## src/rtl/uart_packet_deframer_pkg.sv

```systemverilog
// Shared types and constants for the UART packet deframer: opcodes, FSM state
// encodings and header geometry.
package uart_packet_deframer_pkg;

    localparam int HEADER_BYTES = 4;

    typedef enum logic [7:0] {
        OP_ECHO = 8'hEC,
        OP_ADD  = 8'hAD,
        OP_MUL  = 8'h88,
        OP_DIV  = 8'hD1
    } opcode_e;

    typedef logic [2:0] state_t;

    localparam state_t ST_OPCODE  = 3'd0;
    localparam state_t ST_RSVD    = 3'd1;
    localparam state_t ST_LEN_LO  = 3'd2;
    localparam state_t ST_LEN_HI  = 3'd3;
    localparam state_t ST_PAYLOAD = 3'd4;
    localparam state_t ST_HOLD    = 3'd5;
    localparam state_t ST_DRAIN   = 3'd6;

    function automatic logic is_alu_op(input logic [7:0] op);
        return (op == OP_ADD) || (op == OP_MUL) || (op == OP_DIV);
    endfunction

endpackage

```

## src/rtl/uart_packet_deframer.sv

```systemverilog
// Byte-stream to packet deframer: parses a 4-byte header, then emits echo bytes
// or little-endian 32-bit operand words; malformed packets are drained.
//
//   state   | meaning
//   --------+-------------------------------------------------------------
//   OPCODE  | waiting for first header byte, latches opcode
//   RSVD    | reserved header byte, ignored
//   LEN_LO  | latches low byte of total packet length
//   LEN_HI  | latches high byte, validates header, picks next state
//   PAYLOAD | accepting payload bytes into echo register or word shifter
//   HOLD    | output valid, waiting for downstream handshake
//   DRAIN   | discarding payload of a rejected packet
module uart_packet_deframer
    import uart_packet_deframer_pkg::*;
(
    input  logic        clk_i,
    input  logic        rst_i,
    input  logic [7:0]  rx_data_i,
    input  logic        rx_valid_i,
    output logic        rx_ready_o,
    output logic [7:0]  echo_data_o,
    output logic        echo_valid_o,
    input  logic        echo_ready_i,
    output logic [31:0] word_data_o,
    output logic [7:0]  word_op_o,
    output logic        word_last_o,
    output logic        word_valid_o,
    input  logic        word_ready_i,
    output logic        err_o
);

    state_t      state;
    logic [7:0]  opcode_q;
    logic [7:0]  len_lo_q;
    logic [15:0] remaining;
    logic [1:0]  byte_idx;

    logic        rx_fire;
    logic        out_fire;
    logic [15:0] len_full;
    logic [15:0] len_payload;
    logic        len_short;
    logic [15:0] rem_dec;
    logic        op_is_echo;
    logic        op_is_alu;

    assign rx_ready_o  = (state != ST_HOLD);
    assign rx_fire     = rx_valid_i && rx_ready_o;
    assign out_fire    = (echo_valid_o && echo_ready_i) || (word_valid_o && word_ready_i);
    assign word_op_o   = opcode_q;

    assign len_full    = {rx_data_i, len_lo_q};
    assign len_payload = len_full - 16'(HEADER_BYTES);
    assign len_short   = len_full < 16'(HEADER_BYTES);
    assign rem_dec     = remaining - 16'd1;
    assign op_is_echo  = (opcode_q == OP_ECHO);
    assign op_is_alu   = is_alu_op(opcode_q);

    always_ff @(posedge clk_i) begin
        if (rst_i) begin
            state        <= ST_OPCODE;
            opcode_q     <= 8'h00;
            len_lo_q     <= 8'h00;
            remaining    <= 16'h0000;
            byte_idx     <= 2'd0;
            echo_data_o  <= 8'h00;
            echo_valid_o <= 1'b0;
            word_data_o  <= 32'h0000_0000;
            word_last_o  <= 1'b0;
            word_valid_o <= 1'b0;
            err_o        <= 1'b0;
        end else begin
            err_o <= 1'b0;
            case (state)
                ST_OPCODE: begin
                    if (rx_fire) begin
                        opcode_q <= rx_data_i;
                        state    <= ST_RSVD;
                    end
                end

                ST_RSVD: begin
                    if (rx_fire) begin
                        state <= ST_LEN_LO;
                    end
                end

                ST_LEN_LO: begin
                    if (rx_fire) begin
                        len_lo_q <= rx_data_i;
                        state    <= ST_LEN_HI;
                    end
                end

                ST_LEN_HI: begin
                    if (rx_fire) begin
                        remaining <= len_payload;
                        byte_idx  <= 2'd0;
                        if (len_short) begin
                            remaining <= 16'h0000;
                            err_o     <= 1'b1;
                            state     <= ST_OPCODE;
                        end else if (op_is_echo) begin
                            state <= (len_payload == 16'h0000) ? ST_OPCODE : ST_PAYLOAD;
                        end else if (op_is_alu) begin
                            // ALU payload must be a non-empty whole number of words
                            if (len_payload == 16'h0000) begin
                                err_o <= 1'b1;
                                state <= ST_OPCODE;
                            end else if (len_payload[1:0] != 2'b00) begin
                                err_o <= 1'b1;
                                state <= ST_DRAIN;
                            end else begin
                                state <= ST_PAYLOAD;
                            end
                        end else begin
                            err_o <= 1'b1;
                            state <= (len_payload == 16'h0000) ? ST_OPCODE : ST_DRAIN;
                        end
                    end
                end

                ST_PAYLOAD: begin
                    if (rx_fire) begin
                        remaining <= rem_dec;
                        if (op_is_echo) begin
                            echo_data_o  <= rx_data_i;
                            echo_valid_o <= 1'b1;
                            state        <= ST_HOLD;
                        end else begin
                            word_data_o[8*byte_idx +: 8] <= rx_data_i;
                            byte_idx <= byte_idx + 2'd1;
                            if (byte_idx == 2'd3) begin
                                word_valid_o <= 1'b1;
                                word_last_o  <= (rem_dec == 16'h0000);
                                state        <= ST_HOLD;
                            end
                        end
                    end
                end

                ST_HOLD: begin
                    if (out_fire) begin
                        echo_valid_o <= 1'b0;
                        word_valid_o <= 1'b0;
                        word_last_o  <= 1'b0;
                        state        <= (remaining == 16'h0000) ? ST_OPCODE : ST_PAYLOAD;
                    end
                end

                ST_DRAIN: begin
                    if (rx_fire) begin
                        remaining <= rem_dec;
                        if (remaining == 16'd1) begin
                            state <= ST_OPCODE;
                        end
                    end
                end

                default: begin
                    state <= ST_OPCODE;
                end
            endcase
        end
    end

endmodule

```

## config.mk

```make
export PLATFORM = sky130hd
export DESIGN_NAME = uart_packet_deframer
export DESIGN_NICKNAME = d
export VERILOG_FILES = /design/src/rtl/uart_packet_deframer_pkg.sv /design/src/rtl/uart_packet_deframer.sv
export SDC_FILE = /design/constraint.sdc
export NUM_CORES = 1
export LEC_CHECK = 0
export ABC_CLOCK_PERIOD_IN_PS = 2820
export CAP_MARGIN = 10
export CELL_PAD_IN_SITES_DETAIL_PLACEMENT = 0
export CELL_PAD_IN_SITES_GLOBAL_PLACEMENT = 1
export CORE_ASPECT_RATIO = 0.6
export CORE_MARGIN = 2
export CORE_UTILIZATION = 33
export DETAILED_ROUTE_END_ITERATION = 10
export PLACE_DENSITY_LB_ADDON = 0.1
export SLEW_MARGIN = 20
export SYNTH_ARGS = -nofsm -noshare
export SYNTH_HDL_FRONTEND = slang
export SYNTH_SLANG_ARGS = --single-unit
```

## constraint.sdc

```tcl
create_clock -name clk_i -period 2.82 [get_ports clk_i]
set_clock_uncertainty 0.2 [all_clocks]
set_input_delay 0.423 -clock clk_i [delete_from_list [all_inputs] [get_ports clk_i]]
set_output_delay 0.423 -clock clk_i [all_outputs]
set_load 0.01 [all_outputs]
```

* Word-level counts from Yosys, hierarchy flattened *
Index checks and enable logic that the tools add are counted.

operators by class
  add/subtract/negate cells = 4
  order comparisons = 1
  eq/ne operators = 26
  shifts and indexed selects = 2
  muxes and demuxes = 45
  bitwise gates (word level) = 3
  reductions and logical operators = 25

operator list
  cell                     count
  $mux 3                   17
  $logic_not 16->1         3
  $mux 16                  3
  $neg 5->34               1
  $shift 8x34->32 const A  1
  $shiftx 8x34->32         1
  $bwmux 32                1
  $eq 8x8->1 const B       4
  $pmux 16 s2              1
  $ne 2x2->1 const B       11
  $pmux 3 s7               1
  $eq 16x1->1 const B      1
  $lt 16x3->1 const B      1
  $sub 16x1->16 const B    1
  $sub 16x3->16 const B    1
  $mux 1                   14
  $eq 3x3->1 const B       3
  $reduce_and 3->1         3
  $reduce_and 9->1         1
  $mux 2                   4
  $reduce_and 4->1         2
  $reduce_bool 2->1        4
  $eq 3x2->1 const B       2
  $ne 3x3->1 const B       2
  other kinds (14)         23

storage, ports and cells
  flip-flop bits (word level) = 81
  input port bits = 13
  output and inout port bits = 53
  word-level logic and storage cells = 117

* Depth between registers and ports, before layout *
Gate-level depths: netlist of the first run.

  depth after elaboration = 9
  gate-level depth with buffers = 9
  depth with buffers taken out = 7

* Worst setup path after synthesis of the first run *
No wires, ideal clock.

  path kind = register -> register
  start = register remaining[2]
  end = register state[2]
  library setup time = 0.137 ns
  data arrival time = 2.235 ns
  path slack = 0.248 ns
  cell stages (with the launch flop) = 6
  path buffers = 0
  period minus slack after synthesis = 2.572 ns
  cells stage by stage = dfxtp_1 > or4_4 > or4_4 > or4b_1 > a211oi_1 > o22ai_1

on the way
  longest elaborated chain between the ends = 4
  elaborated cells on any way between the ends = 7
  those cells by class = eq/ne (2); mux (3); reduce/logical (2)

ends and longest elaborated chain
  item                    line                         text
  start, declared         uart_packet_deframer.sv:35   logic [15:0] remaining;
  start signal, assigned  uart_packet_deframer.sv:97   remaining <= len_payload;
  start signal, assigned  uart_packet_deframer.sv:125  remaining <= rem_dec;
  start signal, assigned  uart_packet_deframer.sv:153  remaining <= rem_dec;
  $logic_not 16->1        uart_packet_deframer.sv:147  state <= (remaining == 16'h0000) ? ST_OPCODE : ST_PAYLOAD;
  $mux 3                  uart_packet_deframer.sv:147
  $mux 3                  uart_packet_deframer.sv:143  if (out_fire) begin
  $pmux 3 s7              uart_packet_deframer.sv:74   case (state)
  end signal, assigned    uart_packet_deframer.sv:104  state <= (len_payload == 16'h0000) ? ST_OPCODE : ST_PAYLOAD;
  end signal, assigned    uart_packet_deframer.sv:118  state <= (len_payload == 16'h0000) ? ST_OPCODE : ST_DRAIN;
  end signal, assigned    uart_packet_deframer.sv:147
  end, declared           uart_packet_deframer.sv:32   state_t state;

Several ways; a longest one is shown, not always the timed one. The select of a mux whose other input is x is not followed.
A chain may end at the register's enable or synchronous reset.

* Worst setup path in the final report of the first run *
  start = input port rx_data_i[0]
  end = register state[2]

on the way
  longest elaborated chain between the ends = 8
  elaborated cells on any way between the ends = 11
  those cells by class = add/sub (1); order compare (1); mux (8); reduce/logical (1)

ends and longest elaborated chain
  item                       line                                                                                   text
  start, declared            uart_packet_deframer.sv:18                                                             input logic [7:0] rx_data_i,
  $sub 16x3->16              uart_packet_deframer.sv:53                                                             assign len_payload = len_full - 16'(HEADER_BYTES);
  $logic_not 16->1           uart_packet_deframer.sv:104, uart_packet_deframer.sv:107, uart_packet_deframer.sv:118
  $mux 3 (on tied branches)  uart_packet_deframer.sv:118, uart_packet_deframer.sv:107
  $mux 3                     uart_packet_deframer.sv:105                                                            end else if (op_is_alu) begin
  $mux 3                     uart_packet_deframer.sv:103                                                            end else if (op_is_echo) begin
  $mux 3 *                   uart_packet_deframer.sv:99                                                             if (len_short) begin
  $mux 3 *                   uart_packet_deframer.sv:96                                                             if (rx_fire) begin
  $pmux 3 s7 *               uart_packet_deframer.sv:74

Every way passes the cells marked *; elsewhere a longest branch is shown, timed or not. The select of a mux whose other input is x is not followed.

==> summary.md, run 1 <==
| Metric | Value |
|---|---|
| Status | `finished clean` |
| Drc violations | `0` |
| Vias in the first global route | `roughly 4.3k` |
| Count of flip-flops with a built-in enable after synthesis | `0` |
| Longest Clk Path Bufs | `2` |
| Via count | `4610` |
| Share of post-route cells with drive strength above 1 | `0.120` |
| Number of buffers added for setup after CTS | `0` |
| Max-cap violations | `0` |
| Sequential area share after synthesis | `0.367` |
| Most common cell in the netlist | `dfxtp_1` |
| Wire length of the first global-routing pass | `~24000 um` |
| Worst slew pin tran | `a little over 900 ps` |
| Routed len/inst | `approximately 18 um` |
| Endpoints failing hold | `0` |
| Pwr per Cell Area | `around 700 nW/um2` |
| P_int | `about 2.6 mW` |
| Clock insertion delay at the later pin of the skew report | `~340 ps` |
| GP Congestion | `0.851` |
| CTS Root Cell | `clkbuf_16` |
| Post-DP HPWL | `10700 um` |
| Worst Setup EP | `state[2]$_SDFFE_PP0P_` |
| Distinct cells, synth | `58` |
| First-pass iteration count of the detailed router | `7` |
| CP Capture Type | `flip-flop` |
| R2R depth | `5` |
| Yosys reg bits | `81` |
| Area Growth Syn to Fin | `31.8%` |
| Initial antenna violation count | `1` |
| Fmax | `381 MHz` |
| Worst reg2reg path startpoint | `remaining[8]$_SDFFE_PP0P_` |
| Post-route ant nets | `0` |
| Final net count | `679` |
| CP Launch Type | `input port` |
| Die area | `around 14000 um2` |
| Final setup vio count | `0` |
| Crit path cell chain | `clkdlybuf4s50_1 -> or4_1 -> or4_1 -> a221oi_1 -> buf_4 -> o22ai_1` |
| Core area | `between 10000 and 15000 um2` |
| Highest fanout seen on the critical path | `4` |
| Slew Viols, Final | `0` |
| GRT Util Overall | `0.210` |
| Most used cell, CP | `or4_1` |
| Synthesized cell area | `4420 um2` |
| H-Tree Level Count | `3` |
| Worst-path clk slew | `around 70 ps` |
| CTS tree | `yes` |
| Grt total ovfl | `0` |
| Port bufs | `65` |
| Die Wd | `153 um` |
| Synthesized instance count | `570` |
| Reg-to-Reg End | `state[2]$_SDFFE_PP0P_` |
| DRT iter0 DRCs | `approximately 320` |
| Top cells by area, synth | `dfxtp_1, a21oi_1, nand2_1` |
| # clock sinks | `81` |
| Asr flop ratio synth | `0` |
| Design Area, Final | `around 6000 um2` |
| Switching Share | `0.354` |
| Logic pwr share | `0.361` |
| Vias per std cell | `5.56` |
| Hold Crit Depth | `2` |
| Slew margin rel. | `0.397` |
| Worst EP required | `about 2800 ps` |
| Worst EP arrival | `~2600 ps` |
| IO Pins | `66` |
| RSZ-0062 raised after global routing | `no` |
| Worst min path class | `reg -> reg` |
| Diode count | `0` |
| Setup TNS Final | `0 ps` |
| Chip Height | `about 94 um` |
| Worst path max stage delay | `~670 ps` |
| Peak VDD IR | `between 0.2 and 0.3 mV` |
| Critical path class | `in -> reg` |
| Mapped Nets | `594` |
| Top cell type's share of synthesized area | `0.367` |
| Hold path start | `word_data_o[24]$_SDFFE_PP0P_` |
| Initial Util | `0.341` |
| YS warnings | `0` |
| Sequential Power Share | `0.328` |
| Syn_area_per_cell | `just under 8 um2` |
| Commonest cells post-synth | `dfxtp_1, nand2_1, a21oi_1` |
| Global routing usage on met3 | `0.0447` |
| Top Usage Layer GRT | `met1` |
| Leakage | `around 2.0 nW` |
| Grt met2 use | `0.290` |
| Total CTS buffers | `9` |
| Power share of the clock group | `0.311` |
| Met1 Use GR | `0.331` |
| Placed cell area | `around 5500 um2` |
| Min cycle time layout | `around 2600 ps` |
| Cell taking the most area after synthesis | `dfxtp_1` |
| Row cnt | `32` |
| Hold-fix buffers, CTS | `0` |
| Slowest cell on the critical path | `or4_1` |
| Largest net degree at the start of global routing | `slightly above 80` |
| Final Cycle Share | `0.930` |
| Top FF cell, synth | `dfxtp_1` |
| Reg2Reg Setup Slack | `about 210 ps` |
| WL final | `between 10000 and 15000 um` |
| Net Switching | `about 1.4 mW` |
| Cts repair resizes | `0` |
| Source of the critical timing path | `rx_data_i[0]` |
-- power groups by stage --
stage | Sequential [mW] | Clock [mW] | Combinational, mW
6_report | 1.34 | 1.27 | 1.47
2_1_floorplan | 1.34 | 0 | 0.872
5_1_grt | 1.35 | 1.34 | 1.61
3_5_place_dp | 1.36 | 0 | 1.44
3_3_place_gp | 1.36 | 0 | 1.45
4_1_cts | 1.34 | 1.29 | 1.45
-- routing by layer --
layer	vias up	share of wire	routed length (um)
met4	2	0.0046	68
met5	-	0.0011	16
met2	159	0.39	5810
met1	2202	0.53	7920
li1	2240	-	-
met3	7	0.069	1020
-- worst max-delay path, delay by kind of cell --
kind                   cells  cell delay, ps
and+or+nand+nor            2            1220
buffers and inverters      2             620
AOI/OAI and AO/OA          2             380
-- metrics by stage --
step                      utilization  hold WS, ps  setup slack [ps]  power (mW)  instances
after floorplan                     -          270               248        2.21        570
after global placement          0.425          242              -109        2.81        814
after detailed placement        0.425          245              -133        2.80        814
after CTS                       0.449          254               222        4.08        829
after global routing            0.449          273              29.3        4.30        829
final                           0.449          250               197        4.09        829
-- worst min-delay path by stage --
stage,to,slack (ps)
after global routing,word_data_o[17]$_SDFFE_PP0P_,270
final,word_data_o[24]$_SDFFE_PP0P_,250
after global placement,word_data_o[11]$_SDFFE_PP0P_,240
after floorplan,remaining[5]$_SDFFE_PP0P_,270
after CTS,word_data_o[15]$_SDFFE_PP0P_,250
after detailed placement,word_data_o[15]$_SDFFE_PP0P_,250
-- layout make-up --
| type | count | area, um2 |
|---|---|---|
| fill | 1295 | 7140 |
| sequential | 81 | 1620 |
| clock buffer | 9 | 225 |
| clock inverter | 6 | 92.6 |
| multi-input combinational | 433 | 2590 |
| timing repair buffer | 118 | 1040 |
| tap | 170 | 213 |
| inverter | 12 | 45.0 |
-- flip-flops by register name (all words and copies together), names as in the netlist --
register      flops
echo_data_o       8
state             3
word_data_o      32
byte_idx          2
word_valid_o      1
err_o             1
word_last_o       1
echo_valid_o      1
len_lo_q          8
word_op_o         8
remaining        16
-- cells in the final DEF, fill, tap and decap left out, types with 12 or more instances in the layout --
| cell type | instances |
|---|---|
| a21oi_1 | 65 |
| buf_4 | 53 |
| clkdlybuf4s50_1 | 64 |
| dfxtp_1 | 81 |
| inv_1 | 12 |
| mux2i_1 | 15 |
| nand2_1 | 67 |
| nand3_1 | 42 |
| nor2_1 | 41 |
| nor3_1 | 19 |
| o21ai_0 | 21 |
| or3_1 | 12 |
-- logic make-up (layout without fill, tap and decap cells) --
| family | after synthesis | count (layout) | synth area share |
|---|---|---|---|
| simple gates | 252 | 252 | 0.298 |
| fa+ha+maj | 11 | 11 | 0.0311 |
| compound gates | 143 | 143 | 0.199 |
| flops | 81 | 81 | 0.367 |
| xor+xnor | 12 | 12 | 0.0238 |
| mux | 15 | 15 | 0.0339 |
| buf+inv | 56 | 145 | 0.0484 |
Note: power is estimated with default switching activity, not from simulation.
==> run 2: changes to the inputs <==
Settings changed: CAP_MARGIN 10 to 30.
==> results of run 2 <==
Final layout, timing and power as in run 1 (identical DEF).
